## src/rtl/keypad_matrix_scanner.sv

```systemverilog
// Keypad matrix scanner: one-hot column strobe, debounced single-key detection,
// linear key index with one-cycle valid pulse and multi-key error pulse.
module keypad_matrix_scanner #(
    parameter  int ROWS     = 4,
    parameter  int COLS     = 4,
    parameter  int SCAN_DIV = 2500,
    parameter  int DEBOUNCE = 20,
    localparam int CODE_W   = $clog2(ROWS * COLS)
) (
    input  logic              clk,
    input  logic              nrst,
    input  logic [ROWS-1:0]   row_i,
    output logic [COLS-1:0]   col_o,
    output logic [CODE_W-1:0] key_code,
    output logic              key_valid,
    output logic              key_held,
    output logic              multi_err
);

    localparam int CNT_W = $clog2(SCAN_DIV);
    localparam int COL_W = $clog2(COLS);
    localparam int ROW_W = $clog2(ROWS);
    localparam int DB_W  = $clog2(DEBOUNCE + 1);

    typedef enum logic [1:0] {
        ST_SCAN,
        ST_DEBOUNCE,
        ST_HELD,
        ST_RELEASE
    } state_t;

    state_t              state_q, state_d;
    logic [CNT_W-1:0]    cnt_q, cnt_d;
    logic [COL_W-1:0]    col_idx_q, col_idx_d;
    logic [ROW_W-1:0]    row_idx_q, row_idx_d;
    logic [DB_W-1:0]     dbcnt_q, dbcnt_d;
    logic [COLS-1:0]     col_o_q, col_o_d;
    logic [CODE_W-1:0]   key_code_q, key_code_d;
    logic                key_valid_q, key_valid_d;
    logic                key_held_q, key_held_d;
    logic                multi_err_q, multi_err_d;

    logic                tick;
    logic [COL_W-1:0]    col_next;
    logic [ROW_W-1:0]    hit_row;
    logic [ROWS-1:0]     cap_oh;
    logic                cap_bit;

    always_comb begin
        tick     = (cnt_q == CNT_W'(SCAN_DIV - 1));
        cnt_d    = tick ? '0 : cnt_q + 1'b1;
        col_next = (col_idx_q == COL_W'(COLS - 1)) ? '0 : col_idx_q + 1'b1;
        cap_oh   = ROWS'(1) << row_idx_q;
        cap_bit  = row_i[row_idx_q];
        hit_row  = '0;
        for (int unsigned i = 0; i < ROWS; i++) begin
            if (row_i[i]) hit_row = ROW_W'(i);
        end

        state_d     = state_q;
        col_idx_d   = col_idx_q;
        row_idx_d   = row_idx_q;
        dbcnt_d     = dbcnt_q;
        key_code_d  = key_code_q;
        key_valid_d = 1'b0;
        multi_err_d = 1'b0;

        if (tick) begin
            case (state_q)
                ST_SCAN: begin
                    if ($onehot(row_i)) begin
                        row_idx_d = hit_row;
                        dbcnt_d   = '0;
                        state_d   = ST_DEBOUNCE;
                    end else begin
                        multi_err_d = ($countones(row_i) > 1);
                        col_idx_d   = col_next;
                    end
                end
                ST_DEBOUNCE: begin
                    if (row_i == cap_oh) begin
                        if (dbcnt_q == DB_W'(DEBOUNCE - 1)) begin
                            key_code_d  = CODE_W'(col_idx_q) * CODE_W'(ROWS) + CODE_W'(row_idx_q);
                            key_valid_d = 1'b1;
                            state_d     = ST_HELD;
                        end else begin
                            dbcnt_d = dbcnt_q + 1'b1;
                        end
                    end else begin
                        state_d   = ST_SCAN;
                        col_idx_d = col_next;
                    end
                end
                ST_HELD: begin
                    // Only the captured row matters; other keys in this column are ignored.
                    if (!cap_bit) begin
                        dbcnt_d = '0;
                        state_d = ST_RELEASE;
                    end
                end
                ST_RELEASE: begin
                    if (!cap_bit) begin
                        if (dbcnt_q == DB_W'(DEBOUNCE - 1)) begin
                            state_d   = ST_SCAN;
                            col_idx_d = col_next;
                        end else begin
                            dbcnt_d = dbcnt_q + 1'b1;
                        end
                    end else begin
                        dbcnt_d = '0;
                        state_d = ST_HELD;
                    end
                end
                default: state_d = ST_SCAN;
            endcase
        end

        key_held_d = (state_d == ST_HELD) || (state_d == ST_RELEASE);
        col_o_d    = COLS'(1) << col_idx_d;
    end

    always_ff @(posedge clk or negedge nrst) begin
        if (!nrst) begin
            state_q     <= ST_SCAN;
            cnt_q       <= '0;
            col_idx_q   <= '0;
            row_idx_q   <= '0;
            dbcnt_q     <= '0;
            col_o_q     <= COLS'(1);
            key_code_q  <= '0;
            key_valid_q <= 1'b0;
            key_held_q  <= 1'b0;
            multi_err_q <= 1'b0;
        end else begin
            state_q     <= state_d;
            cnt_q       <= cnt_d;
            col_idx_q   <= col_idx_d;
            row_idx_q   <= row_idx_d;
            dbcnt_q     <= dbcnt_d;
            col_o_q     <= col_o_d;
            key_code_q  <= key_code_d;
            key_valid_q <= key_valid_d;
            key_held_q  <= key_held_d;
            multi_err_q <= multi_err_d;
        end
    end

    assign col_o     = col_o_q;
    assign key_code  = key_code_q;
    assign key_valid = key_valid_q;
    assign key_held  = key_held_q;
    assign multi_err = multi_err_q;

endmodule

```

## config.mk

```make
export PLATFORM = sky130hd
export DESIGN_NAME = keypad_matrix_scanner
export DESIGN_NICKNAME = d
export VERILOG_FILES = /design/src/rtl/keypad_matrix_scanner.sv
export SDC_FILE = /design/constraint.sdc
export NUM_CORES = 1
export LEC_CHECK = 0
export BUFFER_PORTS_ARGS = -buffer_cell sky130_fd_sc_hd__buf_2
export CORE_ASPECT_RATIO = 1.2
export CORE_MARGIN = 2
export CORE_UTILIZATION = 58
export DETAILED_ROUTE_END_ITERATION = 12
export HOLD_SLACK_MARGIN = 0.03
export PLACE_DENSITY = 0.75
export RECOVER_POWER = 100
export SLEW_MARGIN = 20
export SYNTH_ARGS = -nofsm -noshare
export SYNTH_HDL_FRONTEND = slang
export SYNTH_SLANG_ARGS = --single-unit
```

## constraint.sdc

```tcl
create_clock -name clk -period 2.45 [get_ports clk]
set_input_delay 0.3675 -clock clk [delete_from_list [all_inputs] [get_ports clk]]
set_output_delay 0.3675 -clock clk [all_outputs]
set_load 0.02 [all_outputs]
```

==> results of run 1 <==
## per-layer routing
layer,track usage (%),wire (um)
met1,25.48,1578
met2,37.65,1929
met3,6.019,178
met4,11.90,102
met5,0,0
## cell type report
class                      instances  area share (%)
clock buffer                       5           1.717
sequential                        34           38.98
multi-input combinational        128           45.56
clock inverter                     3           3.148
tap                               36           2.061
inverter                          11           2.003
timing repair buffer              27           6.525
## report_power, final
| part | total (uW) | switching [uW] | internal, uW | leakage, uW |
|---|---|---|---|---|
| Sequential | 563 | 1.25 | 562 | 0.000457 |
| Clock | 524 | 205 | 319 | 0.0000554 |
| Combinational | 84.0 | 46.9 | 37.0 | 0.000457 |
## path summary, 6_finish.rpt
kind | slack [ns] | end
max reg2reg | 0.18 | col_idx_q[1]
min | 0.42 | row_idx_q[1]
max | 0.13 | dbcnt_q[1]
max in group asynchronous | 0.94 | cnt_q[8]
min reg2reg | 0.52 | key_code[3]
min in group asynchronous | 0.48 | col_o[2]
## sequential cells by signal (all words and copies together) (netlist names)
signal / cells
state_q: 2
col_o: 4
col_idx_q: 2
dbcnt_q: 5
key_held: 1
cnt_q: 12
row_idx_q: 2
key_code: 4
key_valid: 1
multi_err: 1
## worst min-delay path, stage by stage
cell     delay (ns)
buf_2          0.14
nor2_1         0.07
o21ai_0        0.15
## cells by family after synthesis
family                     Yosys count  synth area share [%]
DFF                                 34                 45.13
muxes                               12                 8.416
and+or+nand+nor                     73                 23.13
xor gates and xnor gates            10                 4.639
AOI/OAI and AO/OA                   25                 9.807
buffers and inverters               15                 3.181
adders and majority gates            8                 5.699
## repair_timing
| action | in CTS | in global routing |
|---|---|---|
| setup buffers | 0 | 1 |
| hold buffers | 0 | 0 |
| endpoints found under the setup margin | 0 | 10 |
| gates resized for setup | 0 | 10 |
## stage by stage
stage | instances | area, sq um | util [%] | hold WS [ns]
2_1_floorplan | 177 | 1896 | - | 0.07191
3_3_place_gp | 235 | 2077 | 67.37 | 0.4570
3_5_place_dp | 235 | 2077 | 67.37 | 0.4752
4_1_cts | 243 | 2183 | 70.82 | 0.08013
5_1_grt | 244 | 2186 | 70.90 | 0.4326
6_report | 244 | 2186 | 70.90 | 0.4224
## placed cells by master (no fill, tap or decap), drive strengths merged, types with 3 or more instances in the layout
cell type	Yosys	layout
nand2b	3	3
nand3	10	10
nor3	5	5
dfrtp	33	33
xor2	3	3
nor2b	3	3
o31ai	7	7
inv	11	11
ha	7	7
clkbuf	2	22
nor2	15	15
nand2	9	9
nand4	7	7
mux2	9	9
xnor2	7	7
nor4	3	3
or3	6	6
buf	2	10
o21ai	10	10
==> summary.txt, run 1 <==
status: finished with violations
failing checks: max-capacitance violations, max-slew violations
max incr delay on CP: 0.53 ns
FP Rows: 22
Die W: 56.09 um
Lkg Pwr: 0.0009691 uW
layout cells sized above 1: 21.63%
CTS tree: done
max-slew violations: 35
Worst setup EP type: flop
Crit Path Class: input pin to flop
Top FF cell, synth: dfrtp_1
via count: 1467
YS warnings: 0
hold violation count in the final report: 0
fin crit period: 2.319 ns
RSZ-0062 raised after global routing: no
CP Buf/Inv Count: 4
Die ar.: 3730 sq um
cell chain of the critical path: clkbuf_2 -> inv_2 -> fa_1 -> inv_1 -> ha_2 -> inv_2 -> ha_4 -> nor3b_2 -> or2_2 -> o211ai_1 -> o31ai_1 -> o21ai_1
fillcell total: 234
GRT overflow: 0
DRC violations left: 0
hold depth: 3
asr flop ratio synth: 100.0%
Final HPWL DP: 2.635 mm
FF-to-FF path depth: 6
fmax: 0.4312 GHz
count of final setup violators: 0
Synth Cell Area: 1888 sq um
syn_nets: 191
flops & latches, synth: 34
cell taking the most area after synthesis: dfrtp_1
P per Cell Area: 535.6 nW/um^2
maximum capacitance violations: 1
Setup WS pre-CTS: -0.3354 ns
final RePlAce weighted congestion: 0.8562
Synth top area share: 43.74%
Avg WL per Cell: 15.53 um
Mapped Cells: 177
CTS buffer count: 5
io pins: 17
Die Span Y: 66.50 um
Peak supply drop: 563.4 uV
Post-synth top cells: dfrtp_1, nor2_1, inv_1, nand3_1, o21ai_0
worst min-delay path class: input pin to flop
largest net degree at the start of global routing: 35
worst path required time: 2.68 ns
# clock sinks: 34
antenna-violating nets left: 0
cell count along the critical path: 12
Synth cell types: 47
Vias/cell: 6.012
FF/Latch Area: 852.1 sq um
overall power: 1171 uW
r2r startpoint: dbcnt_q[0]
buffers added on ports: 16
CP arrival: 2.55 ns
overall routing resource usage: 22.16%
CP delay by family, top: adder cells
Initial Util: 61.24%
Worst Setup SP: row_i[0]
Tightest Pin Transition: 1.783 ns
Nets: 221
crit-path most repeated cell: inv_2
diode count: 0
syn avg cell area: 10.67 sq um
H-tree depth: 2
Crit Path Max Fanout: 6
Multi-input gate area: 996.0 sq um
fin crit share: 94.66%
Area contributors post-synth: dfrtp_1, ha_1, xnor2_1
Critical Path Source Type: input pin
Slew headroom: -18.87%
Hold Crit Start: row_i[2]
root buffer cell: clkbuf_4
clk_lat worst skew: 0.34 ns
Post-synth EDFFs: 0
core area: 3083 sq um
DRT Pass-1 Iters: 4
Fin Clk Skew: 0.007368 ns
first-pass GRT wire length: 6.251 mm
Clock Tree Buf Depth: 2
vias in the first global route: 1391
Total Wirelength: 3.789 mm
Seq/Total Area, Yosys: 45.13%
Synth-to-Final Area Change: 15.77%
Clk pin slew, worst setup/hold paths: 0.11 ns
highest-delay cell along the critical path: fa_1
PnR worst setup slack: 0.1309 ns
initial DRC count: 70
Setup TNS: 0 ns
initial antenna violation count: 0
count leader, synth: dfrtp_1
Power figures use the tool's default switching activity.
==> run 2, diff against run 1 <==
--- a/config.mk
+++ b/config.mk
@@ -12,7 +12,6 @@
 export DETAILED_ROUTE_END_ITERATION = 12
 export HOLD_SLACK_MARGIN = 0.03
 export PLACE_DENSITY = 0.75
-export RECOVER_POWER = 100
 export SLEW_MARGIN = 20
 export SYNTH_ARGS = -nofsm -noshare
 export SYNTH_HDL_FRONTEND = slang
==> summary.txt, run 2 (same netlist as run 1, synthesis figures left out) <==
DRT Pass-1 Iters: 4
Clk pin slew, worst setup/hold paths: 0.11 ns
FP Rows: 22
Slew headroom: 49.64%
max reg flops: 12
final RePlAce weighted congestion: 0.8562
via count: 1468
DRC violations left: 0
Initial Util: 61.24%
root buffer cell: clkbuf_4
max incr delay on CP: 0.53 ns
Crit Path Class: input pin to flop
io pins: 17
Die W: 56.09 um
fillcell total: 217
Worst setup EP type: flop
buffers added on ports: 16
largest registers: cnt_q (12), dbcnt_q (5)
H-tree depth: 2
Avg WL per Cell: 15.43 um
overall routing resource usage: 22.16%
first-pass GRT wire length: 6.251 mm
P per Cell Area: 526.5 nW/um^2
maximum capacitance violations: 0
largest net degree at the start of global routing: 35
worst path required time: 2.68 ns
core area: 3083 sq um
Setup WS pre-CTS: -0.3354 ns
fin crit share: 94.72%
Fin Clk Skew: 0.008915 ns
RSZ-0062 raised after global routing: no
vias in the first global route: 1391
CTS tree: done
# clock sinks: 34
GRT overflow: 0
Total Wirelength: 3.764 mm
Die ar.: 3730 sq um
hold violation count in the final report: 0
diode count: 0
Synth-to-Final Area Change: 17.89%
max-slew violations: 0
CTS buffer count: 5
Die Span Y: 66.50 um
cell chain of the critical path: buf_2 -> inv_2 -> fa_1 -> inv_1 -> ha_2 -> inv_2 -> ha_4 -> nor3b_2 -> or2_4 -> o211ai_1 -> o31ai_1 -> o21ai_1
Crit Path Max Fanout: 6
PnR worst setup slack: 0.1294 ns
flop2flop setup slack: 0.17 ns
commonest non-fill, non-tap cell in the layout: dfrtp_1
fin crit period: 2.321 ns
Clock Tree Buf Depth: 2
Tightest Pin Transition: 0.7554 ns
placed cells: 235
status: completed
clk_lat worst skew: 0.34 ns
CP arrival: 2.55 ns
worst min-delay path class: input pin to asynchronous set/reset pin
Lkg Pwr: 0.001032 uW
layout cells sized above 1: 30.29%
highest-count cells in the layout ignoring fill and taps: dfrtp_1, nor2_1, buf_2
Top reg by flops: cnt_q
Peak supply drop: 563.4 uV
fmax: 0.4309 GHz
initial antenna violation count: 0
count of final setup violators: 0
Critical Path Source Type: input pin
overall power: 1172 uW
crit-path most repeated cell: inv_2
initial DRC count: 59
antenna-violating nets left: 0
highest-delay cell along the critical path: fa_1
Nets: 221
Finished Layout Cells: 244
Vias/cell: 6.016
Final HPWL DP: 2.635 mm
## run 2: stage by stage
stage | hold slack [ns] | util, % | setup TNS [ns] | area, sq um
after floorplan | 0.07191 | - | 0 | 1896
after global placement | 0.4570 | 67.37 | -1.716 | 2077
after detailed placement | 0.4752 | 67.37 | -3.063 | 2077
after CTS | 0.08013 | 70.82 | 0 | 2183
after global routing | 0.1234 | 72.20 | 0 | 2226
final | 0.07579 | 72.20 | 0 | 2226
## run 2: metal layers
layer / GRT usage, % / routed length, um
met3: 6.019 / 172
met4: 11.90 / 106
met2: 37.65 / 1931
met1: 25.48 / 1554
met5: 0 / 0
## run 2: what timing repair did
item                                   in CTS  in global routing
buffers inserted                            0                  1
hold buffers                                0                  0
setup endpoints to repair                   0                 10
endpoints found under the hold margin       0                  0
resized for setup                           0                 10
## run 2: final timing paths
kind,from,end,depth (start not counted)
setup / recovery,row_i[0],dbcnt_q[1],12
hold / removal,nrst,col_o[2],1
setup reg to reg,dbcnt_q[0],col_idx_q[1],6
hold reg to reg,key_code[3],key_code[3],1
max in group asynchronous,nrst,cnt_q[0],1
min in group clk,row_i[3],row_idx_q[0],4
## run 2: final cells by class
type                            count  area [sq um]  area share, %
Tap cell                           36         45.04          2.024
Inverter                           11         43.79          1.967
Timing Repair Buffer               27         165.2          7.420
Multi-Input combinational cell    128          1013          45.53
Clock inverter                      3         68.82          3.092
Sequential cell                    34         852.1          38.28
Clock buffer                        5         37.54          1.686
## run 2: worst max-delay path, delay by kind of cell
kind	cells	cell delay, ns
adder cells (fa/ha/maj)	3	0.90
AO/OA/AOI/OAI	3	0.62
AND/OR/NAND/NOR	2	0.39
buffers and inverters	4	0.28
## run 2: report_power, final
group	switching, uW	internal (uW)	total, uW	leakage, uW
sequential	1.29	562	563	0.000457
combinational	47.2	39.3	86.5	0.000520
clock	203	319	522	0.0000554
